$ cat config.mk
export PLATFORM = sky130hd
export DESIGN_NAME = dec_bank_rr_arbiter
export DESIGN_NICKNAME = d
export VERILOG_FILES = /design/src/rtl/dec_bank_rr_arbiter.sv
export SDC_FILE = /design/constraint.sdc
export NUM_CORES = 1
export LEC_CHECK = 0
export BUFFER_PORTS_ARGS = -buffer_cell sky130_fd_sc_hd__buf_4
export CAP_MARGIN = 20
export CORE_MARGIN = 10
export CORE_UTILIZATION = 59
export DETAILED_ROUTE_END_ITERATION = 16
export PLACE_DENSITY = 0.79
export SYNTH_ARGS = -nofsm -noshare
export SYNTH_HDL_FRONTEND = slang
export SYNTH_SLANG_ARGS = --single-unit
$ cat constraint.sdc
create_clock -name clk -period 3.49 [get_ports clk]
set_input_delay 0.698 -clock clk [delete_from_list [all_inputs] [get_ports clk]]
set_output_delay 0.698 -clock clk [all_outputs]
set_load 0.05 [all_outputs]
$ cat src/rtl/dec_bank_rr_arbiter.sv
// Purpose: round-robin arbiter sharing one decoder bank among four requesters.
// Latency: a request sampled in IDLE shows up as gnt after the next clk edge.
// Backpressure: requesters hold req until served; each grant lasts MAX_HOLD cycles at most.
//
// Ports:
//   clk       - single clock, rising-edge state updates
//   rst_n     - asynchronous active-low reset; clears every output immediately
//   en        - global enable; low blocks new grants and drops the current one
//   req[3:0]  - level request per requester, held while the bank is wanted
//   gnt[3:0]  - registered one-hot grant, drives the second-level decoder enables
//   gnt_idx   - registered binary owner index, drives the first-level decoder selects;
//               keeps its last value while no grant is active
//   gnt_valid - registered, equals |gnt
//   timeout   - registered one-cycle pulse after a forced release at MAX_HOLD
//
// MAX_HOLD must lie in 1..255 and fit in CW bits (2^CW > MAX_HOLD).

module dec_bank_rr_arbiter #(
  parameter int MAX_HOLD = 8,
  parameter int CW       = 8
) (
  input  logic       clk,
  input  logic       rst_n,
  input  logic       en,
  input  logic [3:0] req,
  output logic [3:0] gnt,
  output logic [1:0] gnt_idx,
  output logic       gnt_valid,
  output logic       timeout
);

  typedef enum logic {
    IDLE  = 1'b0,
    GRANT = 1'b1
  } state_t;

  state_t        state_q, state_d;
  logic [1:0]    ptr_q, ptr_d;
  logic [CW-1:0] cnt_q, cnt_d;
  logic [3:0]    gnt_q, gnt_d;
  logic [1:0]    gnt_idx_q, gnt_idx_d;
  logic          gnt_valid_q, gnt_valid_d;
  logic          timeout_q, timeout_d;

  // Rotating priority scan: first asserted request at ptr, ptr+1, ptr+2, ptr+3.
  logic       sel_found;
  logic [1:0] sel_idx;
  logic [1:0] cand;

  always_comb begin
    sel_found = 1'b0;
    sel_idx   = ptr_q;
    cand      = ptr_q;
    for (int i = 0; i < 4; i++) begin
      cand = ptr_q + 2'(i);
      if (!sel_found && req[cand]) begin
        sel_found = 1'b1;
        sel_idx   = cand;
      end
    end
  end

  always_comb begin
    state_d     = state_q;
    ptr_d       = ptr_q;
    cnt_d       = cnt_q;
    gnt_d       = gnt_q;
    gnt_idx_d   = gnt_idx_q;
    gnt_valid_d = gnt_valid_q;
    timeout_d   = 1'b0;

    case (state_q)
      IDLE: begin
        gnt_d       = 4'b0000;
        gnt_valid_d = 1'b0;
        if (en && sel_found) begin
          state_d     = GRANT;
          gnt_d       = 4'b0001 << sel_idx;
          gnt_idx_d   = sel_idx;
          gnt_valid_d = 1'b1;
          cnt_d       = CW'(1);
        end
      end

      GRANT: begin
        if (!en) begin
          // Disable keeps the pointer so the same owner can resume first.
          state_d     = IDLE;
          gnt_d       = 4'b0000;
          gnt_valid_d = 1'b0;
          cnt_d       = '0;
        end else if (!req[gnt_idx_q]) begin
          state_d     = IDLE;
          gnt_d       = 4'b0000;
          gnt_valid_d = 1'b0;
          cnt_d       = '0;
          ptr_d       = gnt_idx_q + 2'd1;
        end else if (cnt_q == CW'(MAX_HOLD)) begin
          // Forced release: owner drops to lowest priority for the next scan.
          state_d     = IDLE;
          gnt_d       = 4'b0000;
          gnt_valid_d = 1'b0;
          cnt_d       = '0;
          ptr_d       = gnt_idx_q + 2'd1;
          timeout_d   = 1'b1;
        end else begin
          cnt_d = cnt_q + CW'(1);
        end
      end

      default: begin
        state_d     = IDLE;
        gnt_d       = 4'b0000;
        gnt_valid_d = 1'b0;
      end
    endcase
  end

  always_ff @(posedge clk or negedge rst_n) begin
    if (!rst_n) begin
      state_q     <= IDLE;
      ptr_q       <= 2'd0;
      cnt_q       <= '0;
      gnt_q       <= 4'b0000;
      gnt_idx_q   <= 2'd0;
      gnt_valid_q <= 1'b0;
      timeout_q   <= 1'b0;
    end else begin
      state_q     <= state_d;
      ptr_q       <= ptr_d;
      cnt_q       <= cnt_d;
      gnt_q       <= gnt_d;
      gnt_idx_q   <= gnt_idx_d;
      gnt_valid_q <= gnt_valid_d;
      timeout_q   <= timeout_d;
    end
  end

  assign gnt       = gnt_q;
  assign gnt_idx   = gnt_idx_q;
  assign gnt_valid = gnt_valid_q;
  assign timeout   = timeout_q;

endmodule

==> run summary, run 1 <==
The flow ran to the end, and the final reports show no timing, DRC or antenna violations. Routability-driven placement finished with a final weighted congestion of 0.810. The remaining number of nets flagged by the antenna check after routing came out at 0.

The core region is 1690 µm². The die extent in y is 61.7 µm, and the detailed placer's ending HPWL is 1580 µm. The final-layout setup total negative slack came out at 0 ns. The number of endpoints with negative hold slack in the final report is 0.

The worst setup path is launched from a register. The logs give 357 µV for the maximum ir drop on the vdd rail and 115 for the total nets after synthesis. For this run, design rule violations remaining after detail routing come to 0. The startpoint identified for the worst register-to-register timing path is cnt_q[5]$_DFFE_PN0P_. The vias after detailed routing was 822. The count of boundary I/O pins is 15. The largest buffer count on any clock path was 2. For this run, the detailed router's first-pass iteration total came to 4. Chip width: 61.7 µm.

The area overhead of the layout relative to synthesis was 13.5%. Clock-pin slew was measured on the worst setup and hold paths at 0.11 ns. The proportion of layout cells with a drive suffix above 1 is 18.9%, and the floorplan row count is 15.

Averaged over all synthesized cells, the footprint is 9.69 µm². Power spread over the standard cell area amounts to 659 nW/µm². Counting tap cells, the placed design contains a total of 135 instances.

In this run, the number of DRC markers left after iteration 0 of detailed routing was 19. The number of antenna violations at the first check in global routing is 0, and the cell leakage power is 0.000586 µW. Class of the most critical setup path: register to register. Global routing finished with a remaining overflow of 0. During placement, the flow inserted port buffers numbering 14. The required arrival time at the worst endpoint came out at 3.69 ns. The total non-filler cell area in the finished layout was 1170 µm²; the number of global-route vias before repair was 755. Once placement finished, the instance area stood at 1140 µm². The final-report max-slew violation count is 0, and the number of cells produced by synthesis is 106.

The achievable clock frequency is 505 MHz. The time the final worst path needs with I/O delays and setup was 1.98 ns. For this run, asynchronously set or reset flops after synthesis account for 100%.

0 antenna diodes ended up in the layout. The first global-routing pass estimated 3440 µm of wire. The tree is rooted in a sky130_fd_sc_hd__clkbuf_4. Buffers inserted during clock tree synthesis total 3.

Flip-flop cell with the highest count after synthesis: sky130_fd_sc_hd__dfrtp_1. At the worst endpoint, the arrival time is 2.18 ns. Yosys printed 0 warnings.

In this run, synthesis inferred 0 flip-flops with an integrated enable. TritonCTS built the clock tree. The number of setup violations in the final report is 0, and the quantity of gates resized following cts is 0. Type of element capturing the critical path: a register. Effective utilization at floorplan: 60.8%. Summed over all layers, the routed wires come to 2110 µm. Synthesis inferred 19 register bits.

The cell count of the worst reg-to-reg path came out at 5. Setup repair after global routing left no endpoint under its margin. The die covers 3810 µm². The logs give 42 for the distinct cell type count of the synthesized netlist and 20 for the largest net degree at the start of global routing. The wire length per cell after detailed routing was 15.2 µm; the maximum fanout encountered on the critical timing path was 9.

The run gives 1030 µm² as the post-synthesis cell area. The min-delay analysis places its worst path in the category input pin to asynchronous set/reset pin. The CTS sink count was 19; the final cycle utilization of the critical path was 56.7%.

Once layout is complete, the cells apart from fillers number 139. The clock network latency to the later pin of the worst-skew pair was 0.30 ns. The total of hold buffers inserted after clock tree synthesis is 0, and the post-detailed-route via-to-cell ratio is 5.91.

For the total global-route track usage, the log shows 12.0%. At the end of the flow, the number of nets in the layout was 132. For the pin with the worst max-slew slack, the measured transition is 0.587 ns. Tracing the worst setup path back leads to its startpoint at cnt_q[5]$_DFFE_PN0P_. The setup clock skew after layout is 0.00463 ns, and the worst slew slack as a fraction of its limit is 60.7%. The setup fix buffers added after clock tree synthesis is 0, and the H-tree depth is 1.

For this run, the register share of the synthesized area comes to 46.3%. The max-cap check violation count is 0.
cell type report:
class                           instances  area, µm²
Clock buffer                            3       22.5
Clock inverter                          1       5.00
Fill cell                             141        523
Inverter                                4       15.0
Multi-Input combinational cell         81        522
Sequential cell                        19        475
Tap cell                               17       21.3
Timing Repair Buffer                   14        105
logic make-up after synthesis:
kind of cell / after synthesis / share of synthesized area [%]
AO/OA/AOI/OAI: 30 / 21.0
XOR/XNOR: 1 / 0.853
adder cells (fa/ha/maj): 2 / 2.44
buffers and inverters: 6 / 2.92
flip-flops: 19 / 46.3
multiplexers: 3 / 3.05
AND/OR/NAND/NOR: 45 / 23.5
worst paths after layout:
path                            slack (ns)                endpoint
worst max-delay path                  1.51    cnt_q[3]$_DFFE_PN0P_
worst min-delay path                  0.25  gnt_idx[1]$_DFFE_PN0P_
worst max register to register        1.51    cnt_q[3]$_DFFE_PN0P_
worst min register to register        0.50   gnt_valid$_DFFE_PN0P_
max in group asynchronous             3.04    cnt_q[3]$_DFFE_PN0P_
min in group clk                      0.50   gnt_valid$_DFFE_PN0P_
sequential cells by signal (all words and copies together) (netlist names):
name	flops
cnt_q	8
gnt	4
gnt_idx	2
gnt_valid	1
ptr_q	2
state_q	1
timeout	1
where the power goes:
group	switching [µW]	leakage [µW]	internal (µW)
Combinational	206	0.000316	123
Sequential	58.1	0.000252	268
Clock	70.4	0.0000177	42.8
cell usage after synthesis, drive strengths merged (2+ instances only):
cell | n | area share [%]
a21o | 3 | 2.2
a21oi | 3 | 1.5
a22o | 3 | 2.6
and3 | 3 | 1.8
dfrtp | 19 | 46
ha | 2 | 2.4
inv | 4 | 1.5
mux2i | 2 | 1.9
nand2 | 15 | 5.5
nand2b | 2 | 1.2
nand3 | 3 | 1.5
nor2 | 7 | 2.6
nor2b | 3 | 1.8
nor3 | 2 | 2.1
nor3b | 2 | 1.5
o211ai | 2 | 1.5
o21ai | 8 | 4.3
or2 | 2 | 1.2
or3 | 2 | 1.2
cell usage in the layout (no fill, tap or decap), drive strengths merged:
cell type,count
or2,2
and2b,1
o211ai,2
nand3b,1
xnor2,1
a21o,3
o22ai,1
inv,4
buf,14
mux2,1
ha,2
a211o,1
nor3b,2
nor2b,3
a21oi,3
mux2i,2
nand2b,2
o2bb2ai,1
a21bo,1
nor2,7
or4,1
o41ai,1
nor3,2
a31oi,1
o22a,1
clkbuf,3
and3,3
and2,1
or3,2
o211a,1
nand2,15
a21boi,1
clkinv,1
o21ai,8
nand3,3
o31ai,1
o32a,1
a22o,3
dfrtp,19
critical path, cell delays in order, from the launching register on:
cell and delay [ns]:
sky130_fd_sc_hd__dfrtp_1 0.43, sky130_fd_sc_hd__or4_4 0.57, sky130_fd_sc_hd__nor3_4 0.24, sky130_fd_sc_hd__or2_1 0.34, sky130_fd_sc_hd__o21ai_1 0.12, sky130_fd_sc_hd__a21o_1 0.18
layer usage:
| layer | part of all wire (%) | track usage [%] | vias to the layer above |
|---|---|---|---|
| li1 | - | - | 412 |
| met1 | 45 | 14.4 | 390 |
| met2 | 47 | 19.5 | 16 |
| met3 | 6.7 | 3.66 | 4 |
| met4 | 1.5 | 4.78 | 0 |
| met5 | 0 | 0 | - |
metrics by stage:
step                hold slack, ns  util, %  setup slack, ns  power, µW
floorplan                    0.402        -             1.53        566
global placement             0.468     67.4             1.45        653
detailed placement           0.475     67.4             1.41        662
CTS                          0.252     69.0             1.51        774
global route                 0.242     69.0             1.40        821
finish                       0.247     69.0             1.51        769
Note: power is estimated with default switching activity, not from simulation.
==> inputs of run 2 (changes only) <==
- CORE_UTILIZATION: 59 -> 54
- PLACE_DENSITY: 0.79 -> 0.73
- clock period: 3.49 -> 2.1 ns (I/O delays scaled with it)
==> run summary, run 2 (synthesis gave the netlist of run 1 again) <==
The run finished with clean final reports. The chip width came out at 63.6 µm (was 61.7 µm). The logs give 15 (unchanged) for the floorplan row count and 0 (unchanged) for the final-report max-slew violation count. The number of buffer cells added on primary ports works out to 14 (unchanged). The flip-flop count of the largest register after layout was 8 (unchanged). The tools report the final-layout setup total negative slack as 0 ns (unchanged). The switching power share of the total works out to 42.7% (was 43.6%). The startpoint identified for the worst hold timing path is gnt[0]$_DFFE_PN0P_. The tools report the cell leakage power as 0.000593 µW (was 0.000586 µW). The layout net count came out at 134 (was 132). The cell chosen for the clock root was sky130_fd_sc_hd__clkbuf_4 (unchanged).

The proportion of layout cells with a drive suffix above 1 is 18.5% (was 18.9%). The number of diodes was 0 (unchanged); the final wirelength was 2070 µm (was 2110 µm). The logs give 2.29 ns (was 3.69 ns) for the required arrival time at the worst endpoint and 32 (was 19) for the initial detailed-routing violation count. The final cycle utilization of the critical path works out to 92.2% (was 56.7%).

The run gives 517 MHz (was 505 MHz) as the achievable clock frequency. For the overall die area, the log shows 4050 µm² (was 3810 µm²). Global placement routability congestion: 0.737 (was 0.810). The tools report the largest buffer count on any clock path as 2 (unchanged). The type of element capturing the critical path is a register (unchanged).

Remaining number of nets flagged by the antenna check after routing: 0 (unchanged). Power share of the sequential group: 42.5% (was 42.4%). Worst min-delay path category: register to register (was input pin to asynchronous set/reset pin).

The class of the most critical setup path is register to register (unchanged). The run gives 1 (unchanged) as the H-tree depth. Effective utilization at floorplan: 58.2% (was 60.8%). For the CTS sink count, the log shows 19 (unchanged). For the first-pass detailed-route iteration total, the log shows 4 (unchanged). The largest net degree at the start of global routing is 20 (unchanged).

Switching power of the nets: 543 µW (was 335 µW). The count of boundary I/O pins was 15 (unchanged); the number of clock buffers inserted by TritonCTS was 3 (unchanged). Number of global-route vias before repair: 800 (was 755). The maximum ir drop on the vdd rail was 704 µV (was 357 µV); the area overhead of the layout relative to synthesis was 16.1% (was 13.5%). The tools report the area of the core as 1760 µm² (was 1690 µm²). The wire length of the first global-routing pass is 3680 µm (was 3440 µm), and the post-detailed-route via-to-cell ratio is 5.58 (was 5.91).

For the detailed placer's ending HPWL, the log shows 1600 µm (was 1580 µm). The time the final worst path needs with I/O delays and setup came out at 1.94 ns (was 1.98 ns). Setup repair after global routing left no endpoint under its margin.

The die extent in y is 63.6 µm (was 61.7 µm), and the worst slew slack as a fraction of its limit is 60.6% (was 60.7%). The tools report the least setup slack across all paths after layout as 0.165 ns (was 1.51 ns). The maximum fanout encountered on the critical timing path was 9 (unchanged); the measured slew at the worst slew-check pin was 0.583 ns (was 0.587 ns). The beginning of the worst register-to-register path was cnt_q[5]$_DFFE_PN0P_ (unchanged).

Residual DRC count: 0 (unchanged). The number of antenna violations at the first check in global routing came out at 0 (unchanged). The max-cap check violation count was 0 (unchanged); the part of the power in combinational logic was 43.8% (was 42.9%). The tools report the arrival time at the worst endpoint as 2.12 ns (was 2.18 ns). The wire length per cell after detailed routing was 13.9 µm (was 15.2 µm). The kind of launch point of the worst setup path is a register (unchanged).

The startpoint of the worst setup timing path was cnt_q[5]$_DFFE_PN0P_ (unchanged). Power density of the placed cells: 1070 nW/µm² (was 659 nW/µm²). The tools report the residual overflow from global routing as 0 (unchanged). Most frequent cells in the layout: sky130_fd_sc_hd__dfrtp_1 (19), sky130_fd_sc_hd__nand2_1 (15), sky130_fd_sc_hd__buf_4 (15), sky130_fd_sc_hd__nor2_1 (7) (was sky130_fd_sc_hd__dfrtp_1 (19), sky130_fd_sc_hd__nand2_1 (15), sky130_fd_sc_hd__buf_4 (14), sky130_fd_sc_hd__nor2_1 (7)). Most common cell after layout, fill and taps aside: sky130_fd_sc_hd__dfrtp_1 (unchanged). The clock share of power was 13.7% (was 14.7%); the vias after detailed routing was 832 (was 822). The clock transition at the registers of the reported paths is 0.10 ns (was 0.11 ns). For the number of setup violations in the final report, the log shows 0 (unchanged). The logs give 729 µW (was 434 µW) for the internal power and 0 (unchanged) for the number of endpoints with negative hold slack in the final report.

Total global-route track usage: 10.6% (was 12.0%). Clock network latency to the later pin of the worst-skew pair: 0.28 ns (was 0.30 ns). The largest register by flop count was cnt_q (unchanged). The run gives 0.191 ns (was 1.41 ns) as the pre-CTS setup slack. TritonCTS built the clock tree.

The run gives 0.00731 ns (was 0.00463 ns) as the setup clock skew after layout.
-- run 2: cell types whose count changed in the layout (fill, tap and decap cells not counted) --
cell	before	now
sky130_fd_sc_hd__clkinv_2	1	0
sky130_fd_sc_hd__clkbuf_1	0	1
sky130_fd_sc_hd__dlygate4sd3_1	0	1
sky130_fd_sc_hd__buf_4	14	15
-- run 2: final timing paths --
check,to,slack (ns),depth (start not counted)
min in group asynchronous,cnt_q[3]$_DFFE_PN0P_,0.54,2
worst max register to register,cnt_q[3]$_DFFE_PN0P_,0.16,5
max in group asynchronous,cnt_q[0]$_DFFE_PN0P_,1.35,2
worst min-delay path,gnt[0]$_DFFE_PN0P_,0.49,2
worst max-delay path,cnt_q[3]$_DFFE_PN0P_,0.16,5
worst min register to register,gnt[0]$_DFFE_PN0P_,0.49,2
-- run 2: stage by stage --
| step | total power (µW) | area [µm²] | hold WS [ns] | cells | utilization [%] |
|---|---|---|---|---|---|
| global placement | 1090 | 1160 | 0.304 | 144 | 65.5 |
| finish | 1270 | 1190 | 0.494 | 149 | 67.6 |
| detailed placement | 1110 | 1160 | 0.303 | 144 | 65.5 |
| global route | 1370 | 1190 | 0.524 | 149 | 67.6 |
| floorplan | 941 | 1030 | 0.124 | 106 | - |
| CTS | 1280 | 1190 | 0.496 | 149 | 67.6 |
-- run 2: layer usage --
layer	share of wire, %	vias to the layer above	GRT usage, %
met2	47	18	17.6
met3	3.8	2	3.18
met1	49	393	13.3
met5	0	-	0
met4	0.43	0	1.64
li1	-	419	-
-- run 2: timing repair --
action,in CTS,in global routing
gates resized for setup,0,0
setup buffers,0,0
hold endpoints to repair,19,0
hold buffers,1,0
-- run 2: final cells by class --
| class | instances | area (µm²) |
|---|---|---|
| Fill cell | 158 | 572 |
| Multi-Input combinational cell | 81 | 522 |
| Sequential cell | 19 | 475 |
| Timing Repair Buffer | 16 | 123 |
| Tap cell | 25 | 31.3 |
| Clock buffer | 4 | 26.3 |
| Inverter | 4 | 15.0 |
-- run 2: power groups by stage --
| stage | Combinational [µW] | Sequential, µW | Clock, µW |
|---|---|---|---|
| after floorplan | 271 | 670 | 0 |
| after global placement | 546 | 547 | 0 |
| after detailed placement | 558 | 549 | 0 |
| after CTS | 562 | 541 | 179 |
| after global routing | 615 | 559 | 195 |
| final | 557 | 541 | 174 |
-- run 2: worst max-delay path, cell delays in order, from the launching register on --
cell and delay, ns:
sky130_fd_sc_hd__dfrtp_1 0.43, sky130_fd_sc_hd__or4_4 0.56, sky130_fd_sc_hd__nor3_4 0.23, sky130_fd_sc_hd__or2_1 0.32, sky130_fd_sc_hd__o21ai_1 0.11, sky130_fd_sc_hd__a21o_1 0.18
